## src/rtl/vga_pkg.sv

```systemverilog
// Shared types and default 640x480@60 timing for the VGA raster generator.
package vga_pkg;

  typedef enum logic [1:0] {PH_ACTIVE, PH_FP, PH_SYNC, PH_BP} axis_phase_e;
  typedef enum logic {IDLE, RUN} gen_state_e;

  localparam int DEF_CLK_DIV  = 2;
  localparam int DEF_H_ACTIVE = 640;
  localparam int DEF_H_FP     = 16;
  localparam int DEF_H_SYNC   = 96;
  localparam int DEF_H_BP     = 48;
  localparam int DEF_V_ACTIVE = 480;
  localparam int DEF_V_FP     = 10;
  localparam int DEF_V_SYNC   = 2;
  localparam int DEF_V_BP     = 33;

  // Each axis runs ACTIVE, front porch, SYNC, back porch in that order.
  function automatic axis_phase_e axis_phase(input int pos, input int active,
                                             input int fp, input int sync);
    if (pos < active)                 return PH_ACTIVE;
    else if (pos < active + fp)       return PH_FP;
    else if (pos < active + fp + sync) return PH_SYNC;
    else                              return PH_BP;
  endfunction

endpackage

```

## src/rtl/vga_axis_counter.sv

```systemverilog
// One raster axis: position counter with wrap, phase decode, sync and terminal-count flags.
module vga_axis_counter
  import vga_pkg::*;
#(
  parameter int   TOTAL  = 800,
  parameter int   ACTIVE = 640,
  parameter int   FP     = 16,
  parameter int   SYNC   = 96,
  parameter logic POL    = 1'b0,
  parameter int   W      = 11
) (
  input  logic         clk,
  input  logic         reset,
  input  logic         ce,
  input  logic         advance,
  input  logic         idle,
  output logic [W-1:0] pos,
  output logic         sync,
  output logic         active,
  output logic         tc
);

  logic [W-1:0] pos_d;
  axis_phase_e  phase_d;

  // Flags are decoded from the next position so they register alongside it.
  always_comb begin
    pos_d = pos;
    if (idle)
      pos_d = '0;
    else if (advance)
      pos_d = (pos == W'(TOTAL - 1)) ? '0 : pos + W'(1);
    phase_d = axis_phase(int'(pos_d), ACTIVE, FP, SYNC);
  end

  always_ff @(posedge clk or posedge reset) begin
    if (reset) begin
      pos    <= '0;
      sync   <= ~POL;
      active <= 1'b0;
      tc     <= 1'b0;
    end else if (ce) begin
      pos    <= pos_d;
      sync   <= (!idle && phase_d == PH_SYNC) ? POL : ~POL;
      active <= !idle && (phase_d == PH_ACTIVE);
      tc     <= !idle && (pos_d == W'(TOTAL - 1));
    end
  end

endmodule

```

## src/rtl/vga_timing_gen.sv

```systemverilog
// Parametrised VGA raster timing generator with pixel clock-enable divider and
// frame-boundary run/stop control.
module vga_timing_gen
  import vga_pkg::*;
#(
  parameter int CLK_DIV  = DEF_CLK_DIV,
  parameter int H_ACTIVE = DEF_H_ACTIVE,
  parameter int H_FP     = DEF_H_FP,
  parameter int H_SYNC   = DEF_H_SYNC,
  parameter int H_BP     = DEF_H_BP,
  parameter int V_ACTIVE = DEF_V_ACTIVE,
  parameter int V_FP     = DEF_V_FP,
  parameter int V_SYNC   = DEF_V_SYNC,
  parameter int V_BP     = DEF_V_BP,
  parameter bit HS_POL   = 1'b0,
  parameter bit VS_POL   = 1'b0,
  parameter int CNT_W    = 11,
  parameter int FC_W     = 16
) (
  input  logic             clk,
  input  logic             reset,
  input  logic             en,
  output logic             pix_ce,
  output logic             hsync,
  output logic             vsync,
  output logic             de,
  output logic [CNT_W-1:0] x,
  output logic [CNT_W-1:0] y,
  output logic             sof,
  output logic             eol,
  output logic [FC_W-1:0]  frame_cnt
);

  localparam int H_TOTAL = H_ACTIVE + H_FP + H_SYNC + H_BP;
  localparam int V_TOTAL = V_ACTIVE + V_FP + V_SYNC + V_BP;
  localparam int DIV_W   = (CLK_DIV > 1) ? $clog2(CLK_DIV) : 1;

  if (CLK_DIV < 1 || H_ACTIVE < 1 || H_FP < 1 || H_SYNC < 1 || H_BP < 1 ||
      V_ACTIVE < 1 || V_FP < 1 || V_SYNC < 1 || V_BP < 1 ||
      H_TOTAL > (1 << CNT_W) || V_TOTAL > (1 << CNT_W)) begin : g_param_check
    $error("vga_timing_gen: illegal timing parameters");
  end

  logic [DIV_W-1:0] div;
  gen_state_e       state, state_d;
  logic             h_tc, v_tc, h_act, v_act, frame_end;
  logic             start, h_adv, v_adv, idle_d;

  // pix_ce is the registered terminal count of the divider.
  always_ff @(posedge clk or posedge reset) begin
    if (reset) begin
      div    <= '0;
      pix_ce <= 1'b0;
    end else begin
      pix_ce <= (div == DIV_W'(CLK_DIV - 1));
      div    <= (div == DIV_W'(CLK_DIV - 1)) ? '0 : div + DIV_W'(1);
    end
  end

  assign frame_end = h_tc & v_tc;

  always_ff @(posedge clk or posedge reset) begin
    if (reset) state <= IDLE;
    else       state <= state_d;
  end

  always_comb begin
    state_d = state;
    case (state)
      IDLE: if (pix_ce && en)                state_d = RUN;
      RUN:  if (pix_ce && frame_end && !en)  state_d = IDLE;
      default:                               state_d = IDLE;
    endcase
  end

  // A fresh frame starts either from IDLE or by wrapping the last pixel.
  always_comb begin
    start  = 1'b0;
    h_adv  = 1'b0;
    v_adv  = 1'b0;
    idle_d = (state_d == IDLE);
    case (state)
      IDLE: start = pix_ce && en;
      RUN: begin
        h_adv = 1'b1;
        v_adv = h_tc;
        start = pix_ce && frame_end && en;
      end
      default: ;
    endcase
  end

  vga_axis_counter #(
    .TOTAL(H_TOTAL), .ACTIVE(H_ACTIVE), .FP(H_FP), .SYNC(H_SYNC),
    .POL(HS_POL), .W(CNT_W)
  ) u_h (
    .clk(clk), .reset(reset), .ce(pix_ce), .advance(h_adv), .idle(idle_d),
    .pos(x), .sync(hsync), .active(h_act), .tc(h_tc)
  );

  vga_axis_counter #(
    .TOTAL(V_TOTAL), .ACTIVE(V_ACTIVE), .FP(V_FP), .SYNC(V_SYNC),
    .POL(VS_POL), .W(CNT_W)
  ) u_v (
    .clk(clk), .reset(reset), .ce(pix_ce), .advance(v_adv), .idle(idle_d),
    .pos(y), .sync(vsync), .active(v_act), .tc(v_tc)
  );

  always_ff @(posedge clk or posedge reset) begin
    if (reset) begin
      sof       <= 1'b0;
      frame_cnt <= '0;
    end else if (pix_ce) begin
      sof <= start;
      if (start) frame_cnt <= frame_cnt + FC_W'(1);
    end
  end

  assign de  = h_act & v_act;
  assign eol = h_tc;

endmodule

```

## config.mk

```make
export PLATFORM = sky130hd
export DESIGN_NAME = vga_timing_gen
export DESIGN_NICKNAME = d
export VERILOG_FILES = /design/src/rtl/vga_pkg.sv /design/src/rtl/vga_axis_counter.sv /design/src/rtl/vga_timing_gen.sv
export SDC_FILE = /design/constraint.sdc
export NUM_CORES = 1
export LEC_CHECK = 0
export ABC_AREA = 1
export BUFFER_PORTS_ARGS = -buffer_cell sky130_fd_sc_hd__buf_2
export CAP_MARGIN = 20
export CORE_UTILIZATION = 40
export CTS_CLUSTER_SIZE = 30
export DETAILED_ROUTE_END_ITERATION = 8
export PLACE_DENSITY = 0.57
export REMOVE_ABC_BUFFERS = 1
export SKIP_LAST_GASP = 1
export SYNTH_ARGS = -nofsm -noshare
export SYNTH_HDL_FRONTEND = slang
export SYNTH_SLANG_ARGS = --single-unit
```

## constraint.sdc

```tcl
create_clock -name clk -period 2.2 [get_ports clk]
set_input_delay 0.33 -clock clk [delete_from_list [all_inputs] [get_ports clk]]
set_output_delay 0.33 -clock clk [all_outputs]
set_load 0.02 [all_outputs]
```

# Word-level counts from Yosys, hierarchy flattened
# Index checks and enable logic that the tools add are counted.
# word_totals
regBits	48
in_bits	3
out_inout_bits	44
word_cells	67
# classes
n_addsub	4
magnitude_cmp	6
n_eq_ne	6
n_mux	21
bitwise	3
n_reduce_logical	14
# ops
op	n
$mux W11	6
$eq A11 B10 Y1 const B	4
$lt A11 B10 Y1 const B	3
$lt A11 B9 Y1 const B	3
$add A11 B1 Y11 const B	2
$add A16 B1 Y16 const B	1
$logic_and A1 B1 Y1	10
$mux W1	9
$mux W2	4
$eq A2 B2 Y1 const B	2
$logic_not A2 Y1	2
$pmux W1 S2	2
$and A1 B1 Y1	2
$reduce_and A2 Y1	1
$add A1 B1 Y1 const B	1
$logic_not A1 Y1	1
$not A1 Y1	1

# Longest topological paths before layout
# depth
word_depth	13
mapped_depth	13
ltp_nobuf	13

# Hierarchy
# Synthesis repeated with hierarchy kept, for this count alone.
# hier_totals
hier_cells	444
area_unflattened_um2	3115.5
# by_module_without_submodules
module	n_inst	cells_each	area_each_um2	seq_area_each_um2
vga_timing_gen	1	137	1072.3	500.5
vga_axis_counter (u_v)	1	146	1022.2	351.6
vga_axis_counter (u_h)	1	161	1021.0	351.6

# Worst setup path after synthesis
# No wires, ideal clock.
# synth_path
kind	register -> register
startpoint	register u_v.pos[0]
endpoint	register u_v.active
setup_ns	0.117
t_arrival_ns	1.612
required_time_ns	2.083
setup_slack_ns	0.470
path_stages_with_launch	13
n_path_buf	0
period_less_slack_ns	1.730
cell_sequence	dfrtp_1 -> inv_1 -> ha_1 -> nand2_1 -> nor2_1 -> nand3_1 -> nand2_1 -> inv_2 -> nand2_1 -> nor2_1 -> nor2_1 -> nand3_1 -> nand2_1
# synth_via
elab_chain_cells	10
word_cells_on_any_way	13
cone_classes	1 x add/sub; 3 x order compare; 1 x eq/ne; 6 x mux; 2 x reduce/logical
# synth_lines
element	line	text
start: declaration	vga_axis_counter.sv:17	output logic [W-1:0] pos,
start signal: assignment	vga_axis_counter.sv:43	pos <= pos_d;
$add A11 B1 Y11 or $eq A11 B10 Y1 (tied branches)	vga_axis_counter.sv:32	pos_d = (pos == W'(TOTAL - 1)) ? '0 : pos + W'(1);
$mux W11	vga_axis_counter.sv:32	
$mux W11 (*)	vga_axis_counter.sv:31	else if (advance)
$mux W11 (*)	vga_axis_counter.sv:29	if (idle)
$lt A11 B9 Y1	vga_pkg.sv:22	else if (pos < active + fp + sync) return PH_SYNC;
$mux W1	vga_pkg.sv:22	
$mux W2	vga_pkg.sv:21	else if (pos < active + fp) return PH_FP;
$mux W2 (*)	vga_pkg.sv:20	if (pos < active) return PH_ACTIVE;
$logic_not A2 Y1 (*)	vga_axis_counter.sv:45	active <= !idle && (phase_d == PH_ACTIVE);
$logic_and A1 B1 Y1 (*)	vga_axis_counter.sv:45	
end signal: assignment	vga_axis_counter.sv:45	
end: declaration	vga_axis_counter.sv:19	output logic active,
# Mark *: on every way between the ends. The rest lies on a longest branch, timed or not.
# A chain may end at the register's enable or synchronous reset.

# Worst setup path after layout
# Ends and elaborated chain as after synthesis.

==> summary.md <==
| Metric | Value |
|---|---|
| Status | finished, final reports clean |
| Final Skew | 0.01299 ns |
| Post-synthesis mux area share | 0.3493% |
| Fillcell total | 696 |
| Post-DP HPWL | 5162 um |
| Required time at the worst-slack endpoint | 2.45 ns |
| Flip-flop cell with the highest count after synthesis | sky130_fd_sc_hd__dfrtp_1 |
| # hold bufs at CTS | 0 |
| GR Layer Usage met3 | 3.238% |
| Post-synth EDFFs | 0 |
| First-pass GRT wire length | 11690 um |
| Remaining DRCs | 0 |
| Master of the slowest instance on the critical path | sky130_fd_sc_hd__dfrtp_1 |
| Worst stage delay on the critical path | 0.44 ns |
| Io pins | 47 |
| Max-capacitance violation count | 0 |
| Post-route setup slack | 0.2686 ns |
| Critical path depth | 12 |
| Length in cells of the worst reg-to-reg path | 12 |
| Synthesized cell area | 2865 sq um |
| Part of the cycle the worst path needs | 87.79% |
| Buffer levels on the longest clock path | 2 |
| Clock tree from TritonCTS | done |
| Clock latency reported for the late side of the worst-skew pair | 0.30 ns |
| Placement-stage worst setup slack | 0.2956 ns |
| Height of the die | 86.64 um |
| Most frequent CP cell | sky130_fd_sc_hd__nand2_1 |
| Avg Inst Size Synth | 7.291 sq um |
| Clock Tree Root | sky130_fd_sc_hd__clkbuf_8 |
| Leading cell types by total area after synthesis | sky130_fd_sc_hd__dfrtp_1, sky130_fd_sc_hd__nand2_1, sky130_fd_sc_hd__nand3_1 |
| Routed length per placed instance | 12.72 um |
| Final number of max-transition violations | 0 |
| Worst vdd rail ir drop | 260.0 uV |
| Share of synthesized registers carrying an async set or reset | 100.0% |
| Portion of total power attributed to the clock network | 28.9% |
| Unrepaired setup endpoints after global routing | false |
| All-layer global routing usage | 19.80% |
| Cell-by-cell trace of the critical path | inv_1, ha_1, nand2_1, nor2_1, nand3_1, nand2_1, inv_2, nand3_1, nand2_1, nor2_1, nand3_1, nand2_1 |
| Type of the setup path with the least slack | reg2reg |
| Final Hold Viols | 0 |
| Met1 track demand over resource in global routing | 28.49% |
| Startpoint of the worst register-to-register path | u_v.pos[0]$_DFFE_PP0P_ |
| Number of sinks on the clock net | 48 |
| Launching element type of the critical path | register |
| Power Internal | 1473 uW |
| Combined buffer and inverter count along the critical path | 2 |
| Synth-to-layout area growth | 16.51% |
| Combinational fraction of design power | 25.0% |
| Compound-Gate Fraction of Synth Area | 6.900% |
| Routability congestion estimate | 0.8850 |
| Worst EP arrival | 2.18 ns |
| Pin count of the biggest net entering global routing | 29 |
| Simple-gate area share of the yosys netlist | 36.03% |
| Worst Setup EP | u_v.active$_DFFE_PP0P_ |
| Global-route met2 utilization | 31.24% |
| Path category of the worst min-delay check | in2async |
| Buffers added on ports | 46 |
| Via count | 2644 |
| Most repeated cell in the gate-level netlist after synthesis | sky130_fd_sc_hd__nand2_1 |
| Share of the synthesized area in the top cell type | 40.17% |
| Total setup buffers inserted after CTS | 0 |
| Highest clock rate | 517.7 MHz |
| Final setup vio count | 0 |
| Total clock buffers created by CTS | 5 |
| FF+latch count, synth | 48 |
| Internal reg-to-reg setup slack | 0.27 ns |
| Die outline area | 7506 sq um |
| Areal power density over the cells | 673.2 nW/um^2 |
| Iteration-0 DRC Markers | 162 |
| Core outline area | 6869 sq um |
| Ranking of synthesized cells by instance count | sky130_fd_sc_hd__nand2_1, sky130_fd_sc_hd__inv_1, sky130_fd_sc_hd__dfrtp_1, sky130_fd_sc_hd__nand3_1, sky130_fd_sc_hd__nor2_1 |
| Aggregate global routing overflow | 0 |
| Yosys warnings | 0 |
| Initial Util | 41.71% |
| Share of final-layout standard cells stronger than drive strength 1 | 17.34% |
| Relative contribution of sequential cells to total power | 46.1% |
| Worst-Margin Slew | 0.5099 ns |
| Fin util | 48.60% |
| Antenna violations before repair | 0 |
| Final nets | 450 |
| Highest-utilization routing layer at the global route stage | met2 |
| Main combinational cell family by area after synthesis | simple AND/OR/NAND/NOR gates |
| Beginning of the critical path | u_v.pos[0]$_DFFE_PP0P_ |
| Largest area contributor in the synthesized netlist | sky130_fd_sc_hd__dfrtp_1 |
| Fraction of power spent switching nets | 34.47% |
| Routed Antenna Nets | 0 |
| Nature of the critical path endpoint | register |
| Vias in the first global route | 2452 |
| Die width | 86.64 um |
| Site Rows | 30 |
| Xor-xnor portion of the synthesized cell area | 5.197% |
| Detailed Route WL | 6869 um |
| Total number of H-tree levels | 2 |
| Quantity of gates resized following cts | 0 |
| Top cell family by delay on the critical path | simple AND/OR/NAND/NOR gates |
| Count of mapped cells out of synthesis | 393 |
| Clock input transition at the sequential cells of the worst setup and hold paths | 0.10 ns |
| Largest fanout on the critical path | 7 |
| R2r endpoint | u_v.active$_DFFE_PP0P_ |
| Leakage power | 0.001797 uW |
| Drt first pass iters | 5 |
| Post-detailed-route via-to-cell ratio | 4.896 |
| Net switching power of the design | 774.6 uW |
| Tmin final | 1.931 ns |
| Adder and majority gate portion of the synthesized area | 1.747% |
| Count of cell types in the netlist | 33 |
| Slew HR | 65.96% |
| Inserted Diodes | 0 |
| Seq/Total Area, Yosys | 42.01% |
## through the flow
step / total power [uW] / hold slack (ns) / std cells / area, sq um / setup TNS [ns]
2_1_floorplan: 1446 / 0.3537 / 385 / 2826 / -0.8915
4_1_cts: 2280 / 0.06325 / 540 / 3338 / 0
5_1_grt: 2396 / 0.07421 / 540 / 3338 / 0
3_3_place_gp: 1622 / 0.3651 / 532 / 3227 / 0
6_report: 2247 / 0.04726 / 540 / 3338 / 0
3_5_place_dp: 1620 / 0.3773 / 532 / 3227 / 0
## state kept, by name (all words and copies together) (netlist names)
register    count
u_v.tc          1
u_v.sync        1
pix_ce          1
u_h.tc          1
u_h.pos        11
state           1
u_h.active      1
frame_cnt      16
u_h.sync        1
u_v.active      1
u_v.pos        11
div             1
sof             1
## worst min-delay path by stage
stage                   from                     end  slack (ns)
5_1_grt                reset  u_h.pos[7]$_DFFE_PP0P_        0.07
3_5_place_dp   div$_DFF_PP0_        pix_ce$_DFF_PP0_        0.38
3_3_place_gp   div$_DFF_PP0_        pix_ce$_DFF_PP0_        0.37
6_report               reset  u_h.pos[7]$_DFFE_PP0P_        0.05
4_1_cts                reset  u_h.pos[3]$_DFFE_PP0P_        0.06
2_1_floorplan  div$_DFF_PP0_        pix_ce$_DFF_PP0_        0.35
## area by class of cell
class                           instances  area (sq um)  area share, %
Clock buffer                            5         68.82          2.061
Timing Repair Buffer                   51         280.3          8.396
Clock inverter                          3         42.54          1.274
Tap cell                               96         120.1          3.598
Multi-Input combinational cell        288          1439          43.10
Sequential cell                        48          1204          36.06
Inverter                               49         183.9          5.510
## power groups by stage
stage	combinational [uW]	clock [uW]	sequential, uW
2_1_floorplan	323	0	1120
3_3_place_gp	569	0	1050
3_5_place_dp	565	0	1060
4_1_cts	566	676	1040
5_1_grt	642	701	1050
6_report	561	650	1040
## routing by layer
layer	vias to the layer above	wire [um]
met5	-	0
met4	0	47
met3	4	247
met2	61	3093
met1	1224	3481
li1	1355	-
## cell families after synthesis
| family | after synthesis |
|---|---|
| buffers and inverters | 57 |
| adder cells (fa/ha/maj) | 4 |
| multiplexers | 1 |
| AO/OA/AOI/OAI | 37 |
| flip-flops | 48 |
| XOR/XNOR | 17 |
| AND/OR/NAND/NOR | 229 |
## cell usage in the layout (no fill, tap or decap), types with 2 or more instances in the layout
cell type	netlist	routed
sky130_fd_sc_hd__dfstp_2	2	2
sky130_fd_sc_hd__nor3_2	2	2
sky130_fd_sc_hd__nand4_1	10	10
sky130_fd_sc_hd__buf_4	2	4
sky130_fd_sc_hd__xnor2_1	7	7
sky130_fd_sc_hd__nor2_2	2	2
sky130_fd_sc_hd__nand3_2	3	3
sky130_fd_sc_hd__o21bai_1	2	2
sky130_fd_sc_hd__clkbuf_8	0	5
sky130_fd_sc_hd__inv_2	1	2
sky130_fd_sc_hd__buf_2	1	46
sky130_fd_sc_hd__nor3_1	5	5
sky130_fd_sc_hd__nor2_4	2	2
sky130_fd_sc_hd__o21ai_0	24	24
sky130_fd_sc_hd__nand2_4	2	2
sky130_fd_sc_hd__nand3_1	41	41
sky130_fd_sc_hd__xor2_1	10	10
sky130_fd_sc_hd__nand2_1	120	120
sky130_fd_sc_hd__dfrtp_1	46	46
sky130_fd_sc_hd__inv_1	48	47
sky130_fd_sc_hd__ha_1	4	4
sky130_fd_sc_hd__a21oi_1	6	6
sky130_fd_sc_hd__nor2_1	39	39
Power figures use the tool's default switching activity.
